## src/rtl/interrupt_sequencer.sv

```systemverilog
// Interrupt entry/exit sequencer for the pipelined RAT core: synchronises int_in,
// latches edges, and walks flush -> return-PC push -> vector load -> ISR until RETIE.
module interrupt_sequencer #(
  parameter int                  PC_WIDTH     = 10,
  parameter logic [PC_WIDTH-1:0] VECTOR_ADDR  = 10'h3FF,
  parameter int                  SYNC_STAGES  = 2,
  parameter int                  FLUSH_CYCLES = 2
) (
  input  logic                clk,
  input  logic                reset,
  input  logic                int_in,
  input  logic                int_en_set,
  input  logic                int_en_clr,
  input  logic                retie,
  input  logic                safe_point,
  input  logic [PC_WIDTH-1:0] ex_pc,
  input  logic                stk_push_ack,
  output logic                stk_push_req,
  output logic [PC_WIDTH-1:0] stk_push_data,
  output logic                pipe_flush,
  output logic                pc_load_vec,
  output logic [PC_WIDTH-1:0] vec_addr,
  output logic                flags_save,
  output logic                flags_restore,
  output logic                ie_flag,
  output logic                int_pending,
  output logic                int_active
);

  typedef enum logic [2:0] {
    IDLE,
    WAIT_SAFE,
    FLUSH,
    PUSH,
    VECTOR,
    IN_ISR
  } state_t;

  localparam logic [2:0] FLUSH_LAST = 3'(FLUSH_CYCLES - 1);

  state_t                 state_q, state_d;
  logic [SYNC_STAGES-1:0] sync_q, sync_d;
  logic                   sync_prev_q, sync_prev_d;
  logic                   pending_q, pending_d;
  logic                   ie_q, ie_d;
  logic [2:0]             flush_cnt_q, flush_cnt_d;
  logic [PC_WIDTH-1:0]    ret_pc_q, ret_pc_d;
  logic                   pipe_flush_q, pipe_flush_d;
  logic                   push_req_q, push_req_d;
  logic                   load_vec_q, load_vec_d;
  logic                   save_q, save_d;
  logic                   restore_q, restore_d;
  logic                   active_q, active_d;
  logic                   rise;
  logic                   enter_flush;

  always_comb begin
    sync_d      = {sync_q[SYNC_STAGES-2:0], int_in};
    sync_prev_d = sync_q[SYNC_STAGES-1];
    rise        = sync_q[SYNC_STAGES-1] & ~sync_prev_q;
    enter_flush = (state_q == WAIT_SAFE) && ie_q && safe_point;

    state_d     = state_q;
    flush_cnt_d = flush_cnt_q;
    case (state_q)
      IDLE:      if (pending_q && ie_q) state_d = WAIT_SAFE;
      WAIT_SAFE: begin
        if (!ie_q) begin
          state_d = IDLE;
        end else if (safe_point) begin
          state_d     = FLUSH;
          flush_cnt_d = '0;
        end
      end
      FLUSH: begin
        if (flush_cnt_q == FLUSH_LAST) state_d = PUSH;
        else                           flush_cnt_d = flush_cnt_q + 3'd1;
      end
      PUSH:    if (stk_push_ack) state_d = VECTOR;
      VECTOR:  state_d = IN_ISR;
      IN_ISR:  if (retie) state_d = IDLE;
      default: state_d = IDLE;
    endcase

    // A fresh edge in the same cycle as the entry clear must survive.
    pending_d = rise | (pending_q & ~enter_flush);

    ie_d = ie_q;
    if (retie || int_en_set) ie_d = 1'b1;
    if (int_en_clr)          ie_d = 1'b0;
    if (enter_flush)         ie_d = 1'b0;

    ret_pc_d = enter_flush ? ex_pc : ret_pc_q;

    // Outputs are decoded from the next state so they register alongside it.
    pipe_flush_d = (state_d == FLUSH) || (state_d == PUSH) || (state_d == VECTOR);
    push_req_d   = (state_d == PUSH);
    load_vec_d   = (state_d == VECTOR);
    active_d     = pipe_flush_d || (state_d == IN_ISR);
    save_d       = enter_flush;
    restore_d    = (state_q == IN_ISR) && retie;
  end

  always_ff @(posedge clk) begin
    if (reset) begin
      state_q      <= IDLE;
      sync_q       <= '0;
      sync_prev_q  <= 1'b0;
      pending_q    <= 1'b0;
      ie_q         <= 1'b0;
      flush_cnt_q  <= '0;
      ret_pc_q     <= '0;
      pipe_flush_q <= 1'b0;
      push_req_q   <= 1'b0;
      load_vec_q   <= 1'b0;
      save_q       <= 1'b0;
      restore_q    <= 1'b0;
      active_q     <= 1'b0;
    end else begin
      state_q      <= state_d;
      sync_q       <= sync_d;
      sync_prev_q  <= sync_prev_d;
      pending_q    <= pending_d;
      ie_q         <= ie_d;
      flush_cnt_q  <= flush_cnt_d;
      ret_pc_q     <= ret_pc_d;
      pipe_flush_q <= pipe_flush_d;
      push_req_q   <= push_req_d;
      load_vec_q   <= load_vec_d;
      save_q       <= save_d;
      restore_q    <= restore_d;
      active_q     <= active_d;
    end
  end

  assign stk_push_req  = push_req_q;
  assign stk_push_data = ret_pc_q;
  assign pipe_flush    = pipe_flush_q;
  assign pc_load_vec   = load_vec_q;
  assign vec_addr      = VECTOR_ADDR;
  assign flags_save    = save_q;
  assign flags_restore = restore_q;
  assign ie_flag       = ie_q;
  assign int_pending   = pending_q;
  assign int_active    = active_q;

endmodule

```

## config.mk

```make
export PLATFORM = sky130hd
export DESIGN_NAME = interrupt_sequencer
export DESIGN_NICKNAME = d
export VERILOG_FILES = /design/src/rtl/interrupt_sequencer.sv
export SDC_FILE = /design/constraint.sdc
export NUM_CORES = 1
export LEC_CHECK = 0
export ABC_AREA = 1
export CAP_MARGIN = 20
export CORE_MARGIN = 2
export CORE_UTILIZATION = 35
export DETAILED_ROUTE_END_ITERATION = 8
export PLACE_DENSITY = 0.72
export SYNTH_ARGS = -nofsm -noshare
export SYNTH_HDL_FRONTEND = slang
export SYNTH_SLANG_ARGS = --single-unit
```

## constraint.sdc

```tcl
create_clock -name clk -period 1.8 [get_ports clk]
set_input_delay 0.27 -clock clk [delete_from_list [all_inputs] [get_ports clk]]
set_output_delay 0.27 -clock clk [all_outputs]
set_load 0.01 [all_outputs]
```

; Yosys cells after proc, flatten, opt, wreduce, memory -nomap -nowiden
; Index checks and enable logic that the tools add are counted.
[totals]
word_cells = 55
out_inout_bits = 28
ff_bits = 27
in_bits = 18
[classes]
reduce_logical = 12
n_bitwise = 5
eq_ne = 13
muxes = 11
addsub = 1
[ops]
columns = cell, n
row1 = two-way mux 3 bit, 9
row2 = one-hot mux 3 bit (6 select lines), 1
row3 = == test 3 x 2 -> 1 bit (second input constant), 4
row4 = == test 3 bit (second input constant), 4
row5 = == test 3 x 1 -> 1 bit (second input constant), 2
row6 = inequality test 2 bit (second input constant), 3
row7 = one-hot mux 3 bit (2 select lines), 1
row8 = logical AND 1 bit, 4
row9 = logical OR 1 bit, 4
row10 = AND reduction 4 bit, 1
row11 = adder 3 x 1 -> 3 bit (second input constant), 1
row12 = zero test 3 bit, 1
row13 = OR reduction 3 bit, 1
row14 = AND 1 bit, 2
row15 = inverter 1 bit, 2
row16 = nonzero test 2 bit, 1
row17 = bitwise OR 1 bit, 1

; Logic depth before layout (Yosys ltp)
; Gate-level depths: netlist of run 1.
[logic_depth]
depth_word = 7
mapped_depth = 9
mapped_depth_nobuf = 9

; Worst setup path before layout of run 1
; Ideal clock, no wire load.
[synth_path]
path_type = register -> register
start = register state_q[1]
end = register active_q (netlist: int_active)
slack_ps = 525
path_buffers = 0
path_stages_with_launch = 8
arrival_time_ps = 1208
synth_period_minus_slack_ps = 1275
setup_time_ps = 67
t_required_ps = 1733
path_cell_list = dfxtp_1 -> nor2_4 -> nand3_4 -> nand2_4 -> nor2_1 -> inv_1 -> ha_1 -> nor2_1
[synth_via]
elab_chain_len = 7
elab_cells_between_ends = 20
cone_classes = eq/ne: 9 / mux: 7 / reduce/logical: 4
[synth_lines]
columns = element, line
row1 = start: declaration, 41  ; state_t state_q, state_d;
row2 = start signal: assignment, 120  ; state_q <= state_d;
row3 = two-way mux 3 bit, 70  ; end else if (safe_point) begin
row4 = two-way mux 3 bit, 68  ; if (!ie_q) begin
row5 = one-hot mux 3 bit (6 select lines) (*), 65  ; case (state_q)
row6 = net state_d[1], 41
row7 = == test 3 x 2 -> 1 bit, 96  ; pipe_flush_d = (state_d == FLUSH) || (state_d == PUSH) || (state_d == VECTOR);
row8 = logical OR 1 bit (2 in series), 96
row9 = logical OR 1 bit (*), 99  ; active_d = pipe_flush_d || (state_d == IN_ISR);
row10 = end signal: assignment, 132  ; active_q <= active_d;
row11 = end: declaration, 53  ; logic active_q, active_d;
; Mark *: on every way through the listed nets, which the timed path passes. The rest lies on a longest branch.
; A chain may end at the register's enable or synchronous reset.

; Worst setup path in the final report of run 1
[layout_path]
start = register ie_q (netlist: ie_flag)
end = output ie_flag
[layout_lines]
columns = element, line
row1 = start: declaration, 45  ; logic ie_q, ie_d;
row2 = start signal: assignment, 124  ; ie_q <= ie_d;
row3 = end: declaration, 25  ; output logic ie_flag,
; No word-level cell between the ends.

==> results_dict.tcl, run 1 <==
set metrics [dict create \
    tritoncts "yes" \
    clkPwrFrac 0.273 \
    cts.htree.levels 1 \
    syn_area_per_cell_sq_um 8.30 \
    fp-row-count 21 \
    vias 959 \
    place_congestion 0.806 \
    synth_top_area_cell "dfxtp_1" \
    p_sw_frac 0.229 \
    crit_chain "clkdlybuf4s50_1" \
    antenna_found_initial 0 \
    ir_worst_vdd_mv 0.210 \
    drv_cap 0 \
    clockBufferDepth 2 \
    synth.distinct_cells 30 \
    power.total_w 0.000952 \
    fin_setup_tns_ns 0 \
    worstSetupPathType "register to primary output" \
    postCtsHoldBufs 0 \
    p_seq_frac 0.639 \
    min_period_ns 1.60 \
    grt_setup_unrepaired "false" \
    core_area_sq_mm 0.00336 \
    fp.dieH_microns 63.3 \
    yosysTopAreaCellShare 0.440 \
    nets 205 \
    syn_inst 148 \
    dp_slack_ns 0.201 \
    p_per_area_mw_per_mm2 597 \
    vias_per_cell 4.19 \
    clkTransAtPathRegs_ns 0.14 \
    crit_family "buffers and inverters" \
    maxSlewViolCount 0 \
    cts_setup_buffers 0 \
    cts_made_buffers 3 \
    syn_area_sq_mm 0.00123 \
    wl_per_cell_microns 9.97 \
    synth-seq-area-share 0.440 \
    arrival_ns 1.33 \
    dpl.hpwl_microns 1680 \
    drc 0 \
    grt_pass1_vias 884 \
    async_reset_ff_frac 0 \
    clock_latency_ns 0.32 \
    n_antenna_cell 0 \
    initial_core_util 0.365 \
    hold_path.class "register to register" \
    grt-ovfl-total 0 \
    fillers 348 \
    pin_count 46 \
    fmax_ghz 0.626 \
    grt_max_degree 16 \
    cts_sinks 27 \
    synthTopCellsByArea "dfxtp_1 44%, nor2_1 8.6%, buf_4 6.1%, nor2_2 5.1%, nand2_1 4.0%" \
    layout-drive-gt1-share 0.169 \
    grt_usage 0.119 \
    root_buffer "clkbuf_4" \
    cts_resized 0 \
    synth_flop_cell "dfxtp_1" \
    final_cell_mix "35 x clkdlybuf4s50_1, 28 x nor2_1, 27 x dfxtp_1, 13 x nand2_1, 11 x inv_1" \
    slowest_stage "clkdlybuf4s50_1" \
    synth-seq-cells 27 \
    die_area_sq_mm 0.00400 \
    final-setup-viol-count 0 \
    period_share 0.888 \
    status "finished clean" \
    drtIter0Drc 41 \
    layout_setup_ws_ns 0.202 \
    syn_to_final_growth_pct 29.7 \
    die_w_microns 63.3 \
    port-buffer-count 35 \
    combPwrFrac 0.088 \
    dr.pass1.iters 4 \
    p_int_w 0.000734 \
    layout_commonest_cell "clkdlybuf4s50_1" \
    hold_violations 0 \
    leakagePower_nw 0.625 \
    grt_pass1_wl_microns 3810 \
    synth-edff-count 0 \
    antenna_left 0 \
    max_stage_delay_ns 0.57 \
    wirelength_microns 2280 \
    ys_warn_count 0 \
    critPathMaxFanout 5 \
    timing.critical_path.buf_inv 1 \
    finalClockSkew_ns 0.00159 \
    start_kind "register" \
    cp-end-kind "primary output" \
    netSwitchingPower_w 0.000218 \
    cp.required_ns 1.53 \
]
registers in the layout (all words and copies together), names as in the netlist, 2 cells and up:
signal	flops
flush_cnt_q	3
stk_push_data	10
sync_q	2
state_q	3
final cells by class:
type	count	area [sq um]	share of cell area
clock inverters	1	5.00	0.00314
flip-flops and latches	27	541	0.339
multi-input cells	99	541	0.339
well taps	46	57.6	0.0361
clock buffers	3	22.5	0.0141
inverters	16	62.6	0.0392
repair buffers	37	365	0.229
per-stage QoR:
stage	instance area, sq um	cells	hold slack, ns	util
after floorplan	1260	157	0.341	-
after global placement	1570	225	0.389	0.466
after detailed placement	1570	225	0.398	0.466
after CTS	1590	229	0.417	0.474
after global routing	1590	229	0.450	0.474
final	1590	229	0.415	0.474
cells in the mapped netlist (2+ instances only):
cell     number
nor2_1       28
dfxtp_1      27
nand2_1      13
inv_1        11
buf_4        10
nor2_2       10
o21ai_1       8
nand3_1       7
inv_2         4
ha_1          3
o21ai_0       3
a21oi_1       2
a21oi_2       2
buf_1         2
nand4_1       2
nor2_4        2
cell families (layout without fill, tap and decap cells):
| logic type | Yosys count | after routing | share of synthesized area |
|---|---|---|---|
| adder cells (fa/ha/maj) | 3 | 3 | 0.0306 |
| AND/OR/NAND/NOR | 71 | 71 | 0.312 |
| flip-flops | 27 | 27 | 0.440 |
| AO/OA/AOI/OAI | 15 | 15 | 0.0672 |
| other | 1 | 10 | 0.00305 |
| buffers and inverters | 31 | 57 | 0.148 |
path summary, 6_finish.rpt:
check                                 from    endpoint  slack, ns  cells past startpoint
worst max-delay path               ie_flag     ie_flag       0.20                      1
worst min-delay path             sync_q[0]   sync_q[1]       0.41                      2
worst max register to register  state_q[1]  int_active       0.37                      7
worst min register to register   sync_q[0]   sync_q[1]       0.41                      2
power by group through the flow:
stage,Sequential [W],Clock (W),Combinational [W]
floorplan,0.000621,0,0.0000502
global placement,0.000621,0,0.0000840
detailed placement,0.000621,0,0.0000832
CTS,0.000608,0.000275,0.0000843
global route,0.000609,0.000306,0.0000932
finish,0.000608,0.000260,0.0000839
layer usage:
metal | vias to the layer above | share of wire | GRT usage
li1 | 514 | - | -
met1 | 405 | 0.48 | 0.152
met2 | 35 | 0.43 | 0.193
met3 | 5 | 0.069 | 0.0304
met4 | 0 | 0.015 | 0.0489
met5 | - | 0 | 0
(Power assumes the default switching activity.)
==> run 2, diff against run 1 <==
--- a/config.mk
+++ b/config.mk
@@ -8,9 +8,10 @@
 export ABC_AREA = 1
 export CAP_MARGIN = 20
 export CORE_MARGIN = 2
-export CORE_UTILIZATION = 35
+export CORE_UTILIZATION = 30
 export DETAILED_ROUTE_END_ITERATION = 8
-export PLACE_DENSITY = 0.72
+export PLACE_DENSITY = 0.64
+export SLEW_MARGIN = 15
 export SYNTH_ARGS = -nofsm -noshare
 export SYNTH_HDL_FRONTEND = slang
 export SYNTH_SLANG_ARGS = --single-unit
==> constraint.sdc (replaced) <==
create_clock -name clk -period 1.7 [get_ports clk]
set_input_delay 0.255 -clock clk [delete_from_list [all_inputs] [get_ports clk]]
set_output_delay 0.255 -clock clk [all_outputs]
set_load 0.01 [all_outputs]
==> run 2 against run 1 <==
Net effect:
- combinational power up 6.1%
- hold slack got worse by 0.0052 ns
- sequential power up 5.8%
- clock skew is essentially flat
- via count fell by 0.10%
- register-to-register slack lost 0.05 ns
- die area rose by 16%
- critical path type unchanged
==> results_dict.tcl, run 2 (synthesized netlist as in run 1, its figures left out) <==
set metrics [dict create \
    die_area_sq_mm 0.00462 \
    arrival_ns 1.28 \
    hold_path.class "register to register" \
    vias_per_cell 4.11 \
    largest_reg_flops 10 \
    postCtsHoldBufs 0 \
    clockBufferDepth 2 \
    cts_setup_buffers 0 \
    tritoncts "yes" \
    combPwrFrac 0.081 \
    antenna_left 0 \
    wirelength_microns 2390 \
    drv_cap 0 \
    fmax_ghz 0.652 \
    drtIter0Drc 22 \
    syn_to_final_growth_pct 31.9 \
    nets 205 \
    layout-drive-gt1-share 0.169 \
    whs_ns 0.410 \
    grt_pass1_wl_microns 3850 \
    wl_per_cell_microns 10.3 \
    cts_resized 0 \
    clkTransAtPathRegs_ns 0.09 \
    fin_setup_tns_ns 0 \
    cp-startpoint "ie_flag" \
    clkPwrFrac 0.332 \
    grt-ovfl-total 0 \
    layout_commonest_cell "clkdlybuf4s50_1" \
    root_buffer "clkbuf_8" \
    cts.htree.levels 1 \
    fp.dieH_microns 68.0 \
    finalClockSkew_ns 0.00205 \
    hold_violations 0 \
    grt_pass1_vias 883 \
    crit_family "buffers and inverters" \
    final_cell_mix "35 x clkdlybuf4s50_1, 28 x nor2_1, 27 x dfxtp_1, 13 x nand2_1, 11 x inv_1" \
    grt_setup_unrepaired "false" \
    leakagePower_nw 0.629 \
    pin_count 46 \
    n_antenna_cell 0 \
    die_w_microns 68.0 \
    place_area_sq_mm 0.00157 \
    dr.pass1.iters 4 \
    r2r_start "state_q[1]" \
    min_period_ns 1.53 \
    ir_worst_vdd_mv 0.478 \
    dp_cells 229 \
    fp-row-count 23 \
    dpl.hpwl_microns 1790 \
    core_area_sq_mm 0.00397 \
    fillers 432 \
    timing.critical_path.buf_inv 1 \
    cp-end-kind "primary output" \
    p_int_w 0.000854 \
    status "finished clean" \
    p_sw_frac 0.221 \
    period_share 0.902 \
    r2r_cells 7 \
    worstSetupPathType "register to primary output" \
    endpoint "ie_flag" \
    max_stage_delay_ns 0.57 \
    layout_setup_ws_ns 0.167 \
    timing.rr.end "int_active" \
    p_per_area_mw_per_mm2 676 \
    final-setup-viol-count 0 \
    start_kind "register" \
    p_seq_frac 0.587 \
    path_depth 1 \
    rrSetupSlack_ns 0.32 \
    cts_sinks 27 \
    initial_core_util 0.309 \
    critPathMaxFanout 5 \
    antenna_found_initial 0 \
    dp_slack_ns 0.123 \
    drc 0 \
    fin_cells 233 \
    place_congestion 0.709 \
    crit_chain "clkdlybuf4s50_1" \
    grt_usage 0.110 \
    port-buffer-count 35 \
    grt_max_degree 17 \
    cp.required_ns 1.44 \
    cts_made_buffers 3 \
    vias 958 \
    slowest_stage "clkdlybuf4s50_1" \
    netSwitchingPower_w 0.000242 \
    stdcell_area_sq_mm 0.00162 \
    maxSlewViolCount 0 \
    clock_latency_ns 0.27 \
]
[run 2: changes by cell type in the layout (fill, tap and decap cells not counted), sizes merged]
cell      previous run  this run
clkinv               1         0
clkinvlp             0         1
[run 2: cell type report]
cell class	instances	area, sq um	area share
clock inverter	1	7.51	0.00463
clock buffer	3	41.3	0.0255
tap	50	62.6	0.0386
inverter	16	62.6	0.0386
sequential	27	541	0.334
timing repair buffer	37	365	0.225
multi-input combinational	99	541	0.334
[run 2: metal layers]
layer | global-route usage | up-vias | part of all wire
met4 | 0.0300 | 0 | 0.0071
met3 | 0.0378 | 2 | 0.090
li1 | - | 511 | -
met1 | 0.135 | 411 | 0.46
met2 | 0.182 | 34 | 0.44
met5 | 0 | - | 0
[run 2: power by group through the flow]
stage	Clock [W]	Combinational [W]	Sequential, W
2_1_floorplan	0	0.0000532	0.000658
3_3_place_gp	0	0.0000892	0.000658
3_5_place_dp	0	0.0000886	0.000658
4_1_cts	0.000390	0.0000894	0.000643
5_1_grt	0.000419	0.0000981	0.000644
6_report	0.000364	0.0000890	0.000643
[run 2: metrics by stage]
stage                util  power [W]
floorplan               -   0.000711
global placement    0.396   0.000747
detailed placement  0.396   0.000747
CTS                 0.408    0.00112
global route        0.408    0.00116
finish              0.408    0.00110
[run 2: how the worst min path moves through the flow]
| stage | start | to | slack, ns | cells after the start |
|---|---|---|---|---|
| after floorplan | int_en_clr | ie_flag | 0.33 | 1 |
| after global placement | sync_q[0] | sync_q[1] | 0.39 | 2 |
| after detailed placement | sync_q[0] | sync_q[1] | 0.40 | 2 |
| after CTS | sync_q[0] | sync_q[1] | 0.41 | 2 |
| after global routing | sync_q[0] | sync_q[1] | 0.43 | 2 |
| final | sync_q[0] | sync_q[1] | 0.41 | 2 |
==> run 3, diff against run 2 <==
--- a/config.mk
+++ b/config.mk
@@ -5,12 +5,12 @@
 export SDC_FILE = /design/constraint.sdc
 export NUM_CORES = 1
 export LEC_CHECK = 0
-export ABC_AREA = 1
 export CAP_MARGIN = 20
 export CORE_MARGIN = 2
 export CORE_UTILIZATION = 30
 export DETAILED_ROUTE_END_ITERATION = 8
-export PLACE_DENSITY = 0.64
+export PLACE_DENSITY = 0.65
+export RECOVER_POWER = 50
 export SLEW_MARGIN = 15
 export SYNTH_ARGS = -nofsm -noshare
 export SYNTH_HDL_FRONTEND = slang
==> run 3 against run 2 <==
Net effect:
- final cell count shrank 16%
- critical path depth grew 4
- total power down 1.8%
- synthesized cell count is 24% lower
- sequential share of layout area increased by 2.2 points
- wire length shrank 5.8%
- sequential cell count unchanged
- die area is 8.7% lower
- clock power shrank 3%
==> results_dict.tcl, run 3 <==
set metrics [dict create \
    grt-ovfl-total 0 \
    min_period_ns 1.47 \
    whs_ns 0.447 \
    finalClockSkew_ns 0.00112 \
    clockBufferDepth 2 \
    arrival_ns 1.61 \
    start_kind "register" \
    antenna_found_initial 0 \
    p_per_area_mw_per_mm2 708 \
    leakagePower_nw 0.598 \
    syn_area_sq_mm 0.00111 \
    fin_setup_tns_ns 0 \
    cp-end-kind "register" \
    tritoncts "yes" \
    maxSlewViolCount 0 \
    fmax_ghz 0.680 \
    synthTopCellsByCount "27 x dfxtp_1, 18 x nor2_1, 13 x mux2i_1" \
    syn_area_per_cell_sq_um 9.95 \
    clock_latency_ns 0.26 \
    grt_pass1_wl_microns 3840 \
    synth-seq-cells 27 \
    dr.pass1.iters 5 \
    synth-edff-count 0 \
    stdcell_area_sq_mm 0.00152 \
    drc 0 \
    nets 170 \
    port-buffer-count 35 \
    largest_reg_flops 10 \
    syn_to_final_growth_pct 36.4 \
    worstSetupPathType "register to register" \
    worstHoldStart "sync_q[0]" \
    ir_worst_vdd_mv 0.387 \
    yosysMostFrequentCell "dfxtp_1" \
    r2r_start "state_q[1]" \
    cp-startpoint "state_q[1]" \
    cp.required_ns 1.84 \
    fillers 371 \
    cts_resized 0 \
    cts_setup_buffers 0 \
    wl_per_cell_microns 11.5 \
    hold_violations 0 \
    initial_core_util 0.309 \
    dpl.hpwl_microns 1690 \
    period_share 0.865 \
    synth_flop_cell "dfxtp_1" \
    layout_commonest_cell "dfxtp_1" \
    cts.htree.levels 1 \
    core_area_sq_mm 0.00361 \
    layout-drive-gt1-share 0.0473 \
    syn_inst 112 \
    root_buffer "clkbuf_8" \
    postCtsHoldBufs 0 \
    antenna_left 0 \
    grt_usage 0.115 \
    pin_count 46 \
    grt_setup_unrepaired "false" \
    die_w_microns 65.0 \
    hold_path.class "register to register" \
    cts_sinks 27 \
    grt_max_degree 26 \
    wirelength_microns 2250 \
    rrSetupSlack_ns 0.23 \
    yosysTopAreaCellShare 0.485 \
    critPathMaxFanout 6 \
    status "finished clean" \
    ys_warn_count 0 \
    synthTopCellsByArea "dfxtp_1 48%, mux2i_1 12%, buf_4 7.4%, nor2_1 6.1%, nor2b_1 3.9%" \
    vias_per_cell 4.38 \
    cts_made_buffers 3 \
    clkTransAtPathRegs_ns 0.09 \
    synth.distinct_cells 26 \
    async_reset_ff_frac 0 \
    final_cell_mix "27 x dfxtp_1, 26 x clkdlybuf4s50_1, 18 x nor2_1, 13 x mux2i_1, 10 x conb_1" \
    synth_top_area_cell "dfxtp_1" \
    vias 858 \
    fp.dieH_microns 65.0 \
    final-setup-viol-count 0 \
    place_area_sq_mm 0.00149 \
    place_congestion 0.791 \
    drv_cap 0 \
    n_antenna_cell 0 \
    grt_pass1_vias 869 \
    fp-row-count 22 \
    synth-seq-area-share 0.485 \
    power.total_w 0.00108 \
    die_area_sq_mm 0.00422 \
    drtIter0Drc 23 \
]
-- run 3: kinds of logic after synthesis --
group / Yosys count / share of synthesized area
AO/OA/AOI/OAI: 6 / 0.0427
XOR/XNOR: 1 / 0.00786
flip-flops: 27 / 0.485
adder cells (fa/ha/maj): 3 / 0.0337
multiplexers: 13 / 0.117
other: 1 / 0.00336
buffers and inverters: 19 / 0.114
AND/OR/NAND/NOR: 42 / 0.196
-- run 3: cell type report --
| class | instances | area, sq um | share of cell area |
|---|---|---|---|
| Sequential cell | 27 | 541 | 0.356 |
| Multi-Input combinational cell | 75 | 473 | 0.311 |
| Tap cell | 48 | 60.1 | 0.0395 |
| Inverter | 3 | 11.3 | 0.00741 |
| Clock buffer | 4 | 45.0 | 0.0296 |
| Timing Repair Buffer | 39 | 390 | 0.257 |
-- run 3: worst max-delay path, cell delays in order (launching register included) --
cell     delay [ns]
dfxtp_1        0.37
nor2b_1        0.22
and4b_1        0.32
buf_4          0.18
mux2i_1        0.20
nor2_1         0.06
-- run 3: final timing paths --
path | end | cells after the start
max reg2reg | stk_push_data[6] | 5
min reg2reg | sync_q[1] | 1
min | sync_q[1] | 1
max | stk_push_data[6] | 5
-- run 3: layer usage --
layer,vias to the layer above,global-route usage,share of wire
li1,424,-,-
met1,403,0.125,0.42
met2,27,0.211,0.51
met3,4,0.0347,0.061
met4,0,0.0399,0.0084
met5,-,0,0
-- run 3: per-stage QoR --
| step | setup WS (ns) | util | cells |
|---|---|---|---|
| detailed placement | 0.0491 | 0.412 | 192 |
| global route | 0.0829 | 0.422 | 196 |
| global placement | 0.0636 | 0.412 | 192 |
| floorplan | 0.250 | - | 121 |
| finish | 0.229 | 0.422 | 196 |
| CTS | 0.222 | 0.424 | 196 |
-- run 3: power breakdown --
group	internal, W	switching, W
Sequential	0.000638	0.00000306
Combinational	0.0000465	0.0000355
Clock	0.000167	0.000185
Total	0.000852	0.000224
